[src/rtl/mem_pkg.sv]
// Shared types for the memory stage: op/size encodings, FSM states and size helpers.
package mem_pkg;

    typedef enum logic [1:0] {
        OP_NONE  = 2'b00,
        OP_LOAD  = 2'b01,
        OP_STORE = 2'b10,
        OP_RSVD  = 2'b11
    } mem_op_t;

    typedef enum logic [1:0] {
        SZ_1B = 2'b00,
        SZ_2B = 2'b01,
        SZ_4B = 2'b10,
        SZ_8B = 2'b11
    } mem_size_t;

    typedef enum logic [1:0] {
        IDLE  = 2'b00,
        REQ   = 2'b01,
        WAIT  = 2'b10,
        DRAIN = 2'b11
    } state_t;

    function automatic logic [3:0] size_bytes(input mem_size_t sz);
        return 4'd1 << sz;
    endfunction

    function automatic logic [7:0] size_mask(input mem_size_t sz);
        logic [7:0] m;
        case (sz)
            SZ_1B:   m = 8'h01;
            SZ_2B:   m = 8'h03;
            SZ_4B:   m = 8'h0F;
            default: m = 8'hFF;
        endcase
        return m;
    endfunction

endpackage

[src/rtl/load_align.sv]
// Load data alignment: pick the addressed bytes out of the aligned word and zero/sign-extend them.
module load_align
    import mem_pkg::*;
#(
    parameter int DATA_W = 64
) (
    input  logic [2:0]        i_off,
    input  mem_size_t         i_size,
    input  logic              i_sext,
    input  logic [DATA_W-1:0] i_word,
    output logic [DATA_W-1:0] o_data
);

    logic [DATA_W-1:0] w_shifted;

    assign w_shifted = i_word >> {i_off, 3'b000};

    always_comb begin
        o_data = w_shifted;
        case (i_size)
            SZ_1B:   o_data = {{(DATA_W-8){i_sext & w_shifted[7]}},   w_shifted[7:0]};
            SZ_2B:   o_data = {{(DATA_W-16){i_sext & w_shifted[15]}}, w_shifted[15:0]};
            SZ_4B:   o_data = {{(DATA_W-32){i_sext & w_shifted[31]}}, w_shifted[31:0]};
            default: o_data = w_shifted;
        endcase
    end

endmodule

[src/rtl/mem_stage.sv]
// Memory stage: accepts one executed op per handshake, runs loads/stores on a req/resp port
// and emits a one-cycle writeback pulse. Handshake: an op is taken on a clock edge where
// exe_mem=1 and the stage is IDLE; mem_blocked (registered-state only) tells execute to hold.
module mem_stage
    import mem_pkg::*;
#(
    parameter int DATA_W  = 64,
    parameter int REG_W   = 4,
    parameter int TIMEOUT = 255
) (
    input  logic              clk,
    input  logic              rst_n,
    input  logic              exe_mem,
    input  logic [DATA_W-1:0] result,
    input  logic [31:0]       rflags,
    input  logic [1:0]        mem_op,
    input  logic [1:0]        mem_size,
    input  logic              mem_sext,
    input  logic [DATA_W-1:0] store_data,
    input  logic [REG_W-1:0]  dest_reg,
    output logic              mem_blocked,
    output logic              mem_req,
    output logic              mem_req_we,
    output logic [DATA_W-1:0] mem_req_addr,
    output logic [DATA_W-1:0] mem_req_data,
    output logic [7:0]        mem_req_be,
    input  logic              mem_req_ready,
    input  logic              mem_resp_valid,
    input  logic [DATA_W-1:0] mem_resp_data,
    output logic              wb_valid,
    output logic              wb_we,
    output logic [REG_W-1:0]  wb_dest,
    output logic [DATA_W-1:0] wb_data,
    output logic [31:0]       wb_rflags,
    output logic              wb_fault,
    output logic [1:0]        dbg_state
);

    localparam int CNT_W = $clog2(TIMEOUT + 1);

    state_t            r_state, w_state_nxt;
    logic [CNT_W-1:0]  r_cnt, w_cnt_nxt;

    logic              r_is_load;
    logic [2:0]        r_off;
    mem_size_t         r_size;
    logic              r_sext;
    logic [REG_W-1:0]  r_dest;
    logic [31:0]       r_rflags;

    logic              w_wb_valid, w_wb_we, w_wb_fault;
    logic [REG_W-1:0]  w_wb_dest;
    logic [DATA_W-1:0] w_wb_data;
    logic [31:0]       w_wb_rflags;

    mem_op_t           w_op;
    mem_size_t         w_size;
    logic              w_accept, w_is_mem, w_misalign;
    logic [DATA_W-1:0] w_load_data;

    assign w_op       = mem_op_t'(mem_op);
    assign w_size     = mem_size_t'(mem_size);
    assign w_accept   = exe_mem && (r_state == IDLE);
    assign w_is_mem   = (w_op == OP_LOAD) || (w_op == OP_STORE);
    assign w_misalign = ({1'b0, result[2:0]} + size_bytes(w_size)) > 4'd8;

    assign mem_blocked = (r_state != IDLE);
    assign mem_req     = (r_state == REQ);
    assign dbg_state   = r_state;

    load_align #(.DATA_W(DATA_W)) u_load_align (
        .i_off  (r_off),
        .i_size (r_size),
        .i_sext (r_sext),
        .i_word (mem_resp_data),
        .o_data (w_load_data)
    );

    always_ff @(posedge clk or negedge rst_n) begin
        if (!rst_n) begin
            r_state <= IDLE;
            r_cnt   <= '0;
        end else begin
            r_state <= w_state_nxt;
            r_cnt   <= w_cnt_nxt;
        end
    end

    // Response is checked before the timeout so a reply in the last WAIT cycle still counts.
    always_comb begin
        w_state_nxt = r_state;
        w_cnt_nxt   = r_cnt;
        w_wb_valid  = 1'b0;
        w_wb_we     = 1'b0;
        w_wb_fault  = 1'b0;
        w_wb_dest   = r_dest;
        w_wb_data   = '0;
        w_wb_rflags = r_rflags;
        case (r_state)
            IDLE: begin
                w_wb_dest   = dest_reg;
                w_wb_rflags = rflags;
                if (exe_mem) begin
                    if (!w_is_mem) begin
                        w_wb_valid = 1'b1;
                        w_wb_we    = 1'b1;
                        w_wb_data  = result;
                    end else if (w_misalign) begin
                        w_wb_valid = 1'b1;
                        w_wb_fault = 1'b1;
                    end else begin
                        w_state_nxt = REQ;
                    end
                end
            end
            REQ: begin
                if (mem_req_ready) begin
                    if (r_is_load) begin
                        w_state_nxt = WAIT;
                        w_cnt_nxt   = '0;
                    end else begin
                        w_state_nxt = IDLE;
                        w_wb_valid  = 1'b1;
                    end
                end
            end
            WAIT: begin
                if (mem_resp_valid) begin
                    w_state_nxt = IDLE;
                    w_wb_valid  = 1'b1;
                    w_wb_we     = 1'b1;
                    w_wb_data   = w_load_data;
                end else if (r_cnt == CNT_W'(TIMEOUT - 1)) begin
                    w_state_nxt = DRAIN;
                    w_wb_valid  = 1'b1;
                    w_wb_fault  = 1'b1;
                end else begin
                    w_cnt_nxt = r_cnt + CNT_W'(1);
                end
            end
            DRAIN: begin
                if (mem_resp_valid) begin
                    w_state_nxt = IDLE;
                end
            end
            default: w_state_nxt = IDLE;
        endcase
    end

    // Capture happens only in IDLE, so the request payload is frozen for the whole REQ phase.
    always_ff @(posedge clk or negedge rst_n) begin
        if (!rst_n) begin
            r_is_load    <= 1'b0;
            r_off        <= '0;
            r_size       <= SZ_1B;
            r_sext       <= 1'b0;
            r_dest       <= '0;
            r_rflags     <= '0;
            mem_req_we   <= 1'b0;
            mem_req_addr <= '0;
            mem_req_data <= '0;
            mem_req_be   <= '0;
        end else if (w_accept) begin
            r_is_load    <= (w_op == OP_LOAD);
            r_off        <= result[2:0];
            r_size       <= w_size;
            r_sext       <= mem_sext;
            r_dest       <= dest_reg;
            r_rflags     <= rflags;
            mem_req_we   <= (w_op == OP_STORE);
            mem_req_addr <= {result[DATA_W-1:3], 3'b000};
            mem_req_data <= store_data << {result[2:0], 3'b000};
            mem_req_be   <= size_mask(w_size) << result[2:0];
        end
    end

    always_ff @(posedge clk or negedge rst_n) begin
        if (!rst_n) begin
            wb_valid  <= 1'b0;
            wb_we     <= 1'b0;
            wb_fault  <= 1'b0;
            wb_dest   <= '0;
            wb_data   <= '0;
            wb_rflags <= '0;
        end else begin
            wb_valid  <= w_wb_valid;
            wb_we     <= w_wb_we;
            wb_fault  <= w_wb_fault;
            wb_dest   <= w_wb_valid ? w_wb_dest : '0;
            wb_data   <= w_wb_data;
            wb_rflags <= w_wb_valid ? w_wb_rflags : '0;
        end
    end

endmodule

[config.mk]
export PLATFORM = sky130hd
export DESIGN_NAME = mem_stage
export DESIGN_NICKNAME = d
export VERILOG_FILES = /design/src/rtl/mem_pkg.sv /design/src/rtl/load_align.sv /design/src/rtl/mem_stage.sv
export SDC_FILE = /design/constraint.sdc
export NUM_CORES = 1
export LEC_CHECK = 0
export ABC_AREA = 1
export ABC_CLOCK_PERIOD_IN_PS = 4700
export CAP_MARGIN = 40
export CORE_AREA = 2 2 187 189
export CTS_BUF_LIST = sky130_fd_sc_hd__clkbuf_16
export DETAILED_ROUTE_END_ITERATION = 8
export DIE_AREA = 0 0 189 191
export PLACE_DENSITY_LB_ADDON = 0.05
export SYNTH_ARGS = -nofsm -noshare
export SYNTH_HDL_FRONTEND = slang
export SYNTH_SLANG_ARGS = --single-unit
[constraint.sdc]
create_clock -name clk -period 4.7 [get_ports clk]
set_input_delay 0.705 -clock clk [delete_from_list [all_inputs] [get_ports clk]]
set_output_delay 0.705 -clock clk [all_outputs]
set_load 0.1 [all_outputs]
==> Word-level counts from Yosys, hierarchy flattened <==
Index checks and enable logic that the tools add are counted.
{ "totals": {"reg_bits": 290, "in_bits": 238, "output_inout_bits": 244, "word_cells": 97} }
{ "op_classes": {"add_sub_neg": 2, "n_lt_le_gt_ge": 1, "eq_ne": 19, "shift": 4, "n_mux": 41, "n_bitwise": 3, "reduce_logical": 9} }
{ "ops": {"columns": ["cell", "n"], "rows": [
  ["$mux W64", 3],
  ["$pmux W64 S3", 1],
  ["$pmux W64 S2", 1],
  ["$mux W32", 2],
  ["$shl A64 B6 Y64", 1],
  ["$shr A64 B6 Y64", 1],
  ["$mux W8", 5],
  ["$pmux W8 S3", 1],
  ["$mux W2", 8],
  ["$pmux W8 S2", 1],
  ["$mux W1", 13],
  ["$ne A2 B2 Y1 const B", 6],
  ["$eq A2 B2 Y1 const B", 5],
  ["$add A8 B1 Y8 const B", 1],
  ["$eq A2 B1 Y1 const B", 4],
  ["$eq A8 B8 Y1 const B", 1],
  ["$mux W4", 2],
  ["$pmux W2 S4", 1],
  ["$shl A8 B3 Y8", 1],
  ["$logic_not A2 Y1", 3],
  ["$reduce_and A6 Y1", 1],
  ["$reduce_and A5 Y1", 1],
  ["$add A3 B4 Y4", 1],
  ["$gt A4 B4 Y1 const B", 1],
  ["other kinds (9)", 14]
]} }

==> Logic depth before layout (Yosys ltp) <==
{ "depth": {"ltp_word": 8, "ltp_mapped": 14, "depth_no_buf": 14} }

==> Hierarchy <==
Synthesis repeated with hierarchy kept, for this count alone.
{ "unflattened": {"cells_unflattened": 1945, "area_unflattened_um2": 14990.6} }
{ "modules_own_cells": {"columns": ["module", "instances", "cells_each", "area_per_inst_um2"], "rows": [
  ["mem_stage", 1, 1452, 12642.1],
  ["load_align", 1, 493, 2348.5]
]} }

==> Worst setup path before layout <==
No wires, ideal clock.
{ "synth_path": {"path_kind": "flip-flop to flip-flop", "startpoint": "reg r_state[0] (netlist: dbg_state[0])", "endpoint": "reg r_cnt[4]", "setup_ns": 0.095, "arrival_ns": 3.154, "t_required_ns": 4.605, "slack_ns": 1.450, "stages_incl_launch_ff": 8, "n_path_buf": 1, "synth_period_minus_slack_ns": 3.250, "cell_sequence": "dfrtp_1 -> inv_1 -> nor2_1 -> nand2_1 -> nand2_1 -> nand2_1 -> buf_2 -> o31ai_1"} }
{ "synth_via": {"elab_chain_cells": 3, "word_cells_on_any_way": 9, "cone_classes": "eq/ne (6); mux (1); reduce/logical (2)"} }
{ "synth_rtl": {"columns": ["item", "line_no", "source"], "rows": [
  ["start: declaration", "mem_stage.sv:41", "state_t r_state, w_state_nxt;"],
  ["start signal: assignment", "mem_stage.sv:84", "r_state <= w_state_nxt;"],
  ["$eq A2 B1 Y1 (*)", null, null],
  ["net mem_req", "mem_stage.sv:22", "output logic mem_req,"],
  ["$ne A2 B1 Y1 (no source line) / $reduce_bool A2 Y1 (equally long branches)", null, null],
  ["$reduce_and A5 Y1 (no source line)", null, null],
  ["end signal: assignment", "mem_stage.sv:85", "r_cnt <= w_cnt_nxt;"],
  ["end: declaration", "mem_stage.sv:42", "logic [CNT_W-1:0] r_cnt, w_cnt_nxt;"]
]} }
The timed path passes the listed nets; every way through them passes the cells marked *.
A chain may end at the register's enable or synchronous reset.

==> Final worst setup path <==
{ "layout_path": {"startpoint": "reg r_state[1] (netlist: dbg_state[1])", "endpoint": "reg wb_data[9]"} }
{ "layout_via": {"elab_chain_cells": 2, "word_cells_on_any_way": 3, "cone_classes": "eq/ne (1); mux (1); reduce/logical (1)"} }
{ "layout_rtl": {"columns": ["item", "line_no", "source"], "rows": [
  ["$eq A2 B2 Y1 / $logic_not A2 Y1 (equally long branches)", "mem_stage.sv:99", "case (r_state)"],
  ["$pmux W64 S2 (*)", "mem_stage.sv:99", null],
  ["net w_wb_data[9]", "mem_stage.sv:53", "logic [DATA_W-1:0] w_wb_data;"],
  ["end signal: assignment", "mem_stage.sv:190", "wb_data <= w_wb_data;"],
  ["end: declaration", "mem_stage.sv:33", "output logic [DATA_W-1:0] wb_data,"]
]} }
Marks and branches as above.

==> run metrics <==
Initial DRC Count=between 1.5k and 2k; WL per Instance=19.7 um; CTS tree=built; Die W=189 um; Total GRT Usage=0.333; Final Max Slew Viols=0; CTS max path bufs=3; Slew @ Worst Pin=0.936 ns; Warnings, synthesis=0; setup repair after global routing missed its margin=no; clock skew=~0.017 ns; die area=approximately 36000 um^2; fill count=between 2k and 2.5k; worst path required time=just over 5 ns; status=completed; Final Power=approximately 21 mW; crit path DAT=approximately 3.8 ns; Final Hold Fails=0; Leak=12.1 nW; Hold WS=between 0.2 and 0.25 ns; Clk pin slew, worst setup/hold paths=around 0.060 ns; Async SR Flop Fraction=1.00; largest net degree at the start of global routing=roughly 180; PwrDens=a little over 800 nW/um^2; min Tclk post-route=~3.4 ns; Num CTS Buffers=31; Netlist cell types=43; register area share after synthesis=0.484; Die H=191 um; grt ovf=0; initial core utilization=0.440; total number of vias=between 15k and 20k; first-pass GRT wire length=around 94 mm; # Post-CTS Setup Buffers=0; hold crit path type=input port to asynchronous set/reset pin; cts hold-fix bufs=0; Worst VDD drop=around 0.00086 V; row count=roughly 70; drt pass-1 iters=5; worst-skew pair later-pin latency=around 0.56 ns; Layout Nets=between 2k and 3k; Slew headroom=0.375; Syn Std Cell Area=about 15000 um^2; Std-Cell Core Area=~34000 um^2; Max FO, Critical Path=75; TritonCTS Sinks=between 200 and 300; ys flop type=dfrtp_1; setup TNS=0 ns; hpwl dp=roughly 45 mm; I/O pin cnt=between 400 and 500; CP Class=flip-flop to flip-flop; CP endpoint kind=flip-flop; H-tree Lvls=1; PortBufs=roughly 480; Final GP Congestion=just over 0.9; Syn Area/Cell=between 7 and 8 um^2; drt total wl=61.0 mm; Final Setup Violations=0; share of layout cells above drive strength 1=0.131; post_cts resized=0; vias in the first global route=16.4k; Vias/cell=around 5.3; f_max=a little under 300 MHz; Layout area overhead=71.1%; Post-synth EDFFs=0; synthesized instance count=slightly below 2k; max cap viols=0; Root Driver=clkbuf_16; remaining antenna violation count after routing=0; initial antenna violation count=3; Startpoint Class=flip-flop; part of the cycle the worst path needs=0.714; DR DRC count=0; Seq cells post-synth=290
[path summary, 6_finish.rpt]
check	start	endpoint	slack, ns	cells after the start
min reg2reg	mem_req_data[27]$_DFFE_PN0P_	mem_req_data[27]$_DFFE_PN0P_	0.48	2
min	rst_n	wb_fault$_DFF_PN0_	0.21	1
min in group clk	mem_req_data[27]$_DFFE_PN0P_	mem_req_data[27]$_DFFE_PN0P_	0.48	2
max	dbg_state[1]$_DFFE_PN0P_	wb_data[9]$_DFF_PN0_	1.34	7
max reg2reg	dbg_state[1]$_DFFE_PN0P_	wb_data[9]$_DFF_PN0_	1.34	7
max in group asynchronous	rst_n	r_off[0]$_DFFE_PN0P_	3.34	2
[state kept, by name (all words and copies together) (netlist names), 3 cells and up]
signal,flops
r_cnt,8
wb_dest,4
mem_req_data,64
r_off,3
mem_req_addr,61
r_rflags,32
wb_rflags,32
r_dest,4
mem_req_be,8
wb_data,64
[report_power, final]
part           internal [mW]  switching (mW)
clock                   1.35            1.02
combinational           5.28            9.65
sequential              3.46           0.573
[routing by layer]
layer  share of wire  GRT usage
met1            0.40      0.444
met2            0.47      0.541
met3           0.092     0.0670
met4           0.034      0.115
met5         0.00021          0
[through the flow]
step	cells	setup slack, ns	utilization	area, um^2
floorplan	1985	1.45	-	15000
global placement	2796	1.31	0.581	19800
detailed placement	3041	1.24	0.724	24700
CTS	3094	1.37	0.752	25600
global route	3096	1.05	0.752	25700
finish	3096	1.34	0.752	25700
[synthesized netlist by cell type (2+ instances only)]
library cell | n | share of area
nand2_1 | 729 | 0.18
dfrtp_1 | 290 | 0.48
o21ai_0 | 242 | 0.081
nor2_1 | 114 | 0.029
nand3_1 | 113 | 0.038
inv_1 | 112 | 0.028
clkbuf_1 | 65 | 0.016
a21oi_1 | 54 | 0.018
o21ai_1 | 39 | 0.013
buf_2 | 32 | 0.011
o211ai_1 | 31 | 0.016
mux2i_1 | 23 | 0.015
buf_1 | 15 | 0.0038
or2_2 | 13 | 0.0054
buf_6 | 11 | 0.0083
buf_4 | 10 | 0.0050
o221ai_1 | 10 | 0.0058
o31ai_1 | 10 | 0.0050
o21a_1 | 9 | 0.0045
inv_2 | 8 | 0.0020
o21ai_2 | 7 | 0.0041
ha_1 | 6 | 0.0050
xor2_1 | 5 | 0.0029
nand2_2 | 4 | 0.0017
nand4_1 | 4 | 0.0017
clkbuf_2 | 3 | 0.0010
clkinv_1 | 3 | 0.00075
o22ai_1 | 3 | 0.0013
and2_1 | 2 | 0.00083
buf_8 | 2 | 0.0020
nor2_2 | 2 | 0.00083
[critical path, stage by stage, from the launching register on]
cell and delay [ns]:
dfrtp_1 0.44, nor2_4 0.12, buf_4 0.54, nand2_4 0.62, inv_2 0.79, buf_4 0.42, nand2_1 0.13, o21ai_0 0.19
[cell usage in the layout (no fill, tap or decap), types with 3 or more instances in the layout]
cell type,Yosys,routed
nand2_1,729,728
clkdlybuf4s50_1,0,475
dfrtp_1,290,289
o21ai_0,242,242
buf_8,2,150
inv_1,112,117
nor2_1,114,113
nand3_1,113,113
buf_16,0,96
a21oi_1,54,54
o21ai_1,39,39
o211ai_1,31,31
clkbuf_16,0,31
mux2i_1,23,23
buf_4,10,14
or2_2,13,13
o31ai_1,10,10
o221ai_1,10,10
inv_2,8,9
clkinv_1,3,9
o21a_1,9,9
o21ai_2,7,7
ha_1,6,6
xor2_1,5,5
nand2_2,4,4
nand4_1,4,4
o22ai_1,3,3
conb_1,1,3
bufinv_16,0,3
clkinvlp_4,0,3
clkinv_2,0,3
[cells by family (layout without fill, tap and decap cells)]
kind of cell / after synthesis / after routing / synth area share
and+or+nand+nor: 986 / 986 / 0.262
AOI/OAI and AO/OA: 409 / 409 / 0.151
DFF: 290 / 290 / 0.484
buffers and inverters: 261 / 915 / 0.0778
muxes: 23 / 23 / 0.0154
adders and majority gates: 7 / 7 / 0.00634
xor gates and xnor gates: 6 / 6 / 0.00350
other: 1 / 5 / 0.000250
[final cells by class]
cell class / count / area (um^2) / share of cell area
repair buffers: 739 / 9800 / 0.382
flip-flops and latches: 290 / 7260 / 0.283
multi-input cells: 1434 / 6600 / 0.257
clock buffers: 31 / 776 / 0.0302
well taps: 455 / 569 / 0.0222
inverters: 123 / 462 / 0.0180
clock inverters: 22 / 181 / 0.00707
diodes: 2 / 5.00 / 0.000195
Note: power is estimated with default switching activity, not from simulation.
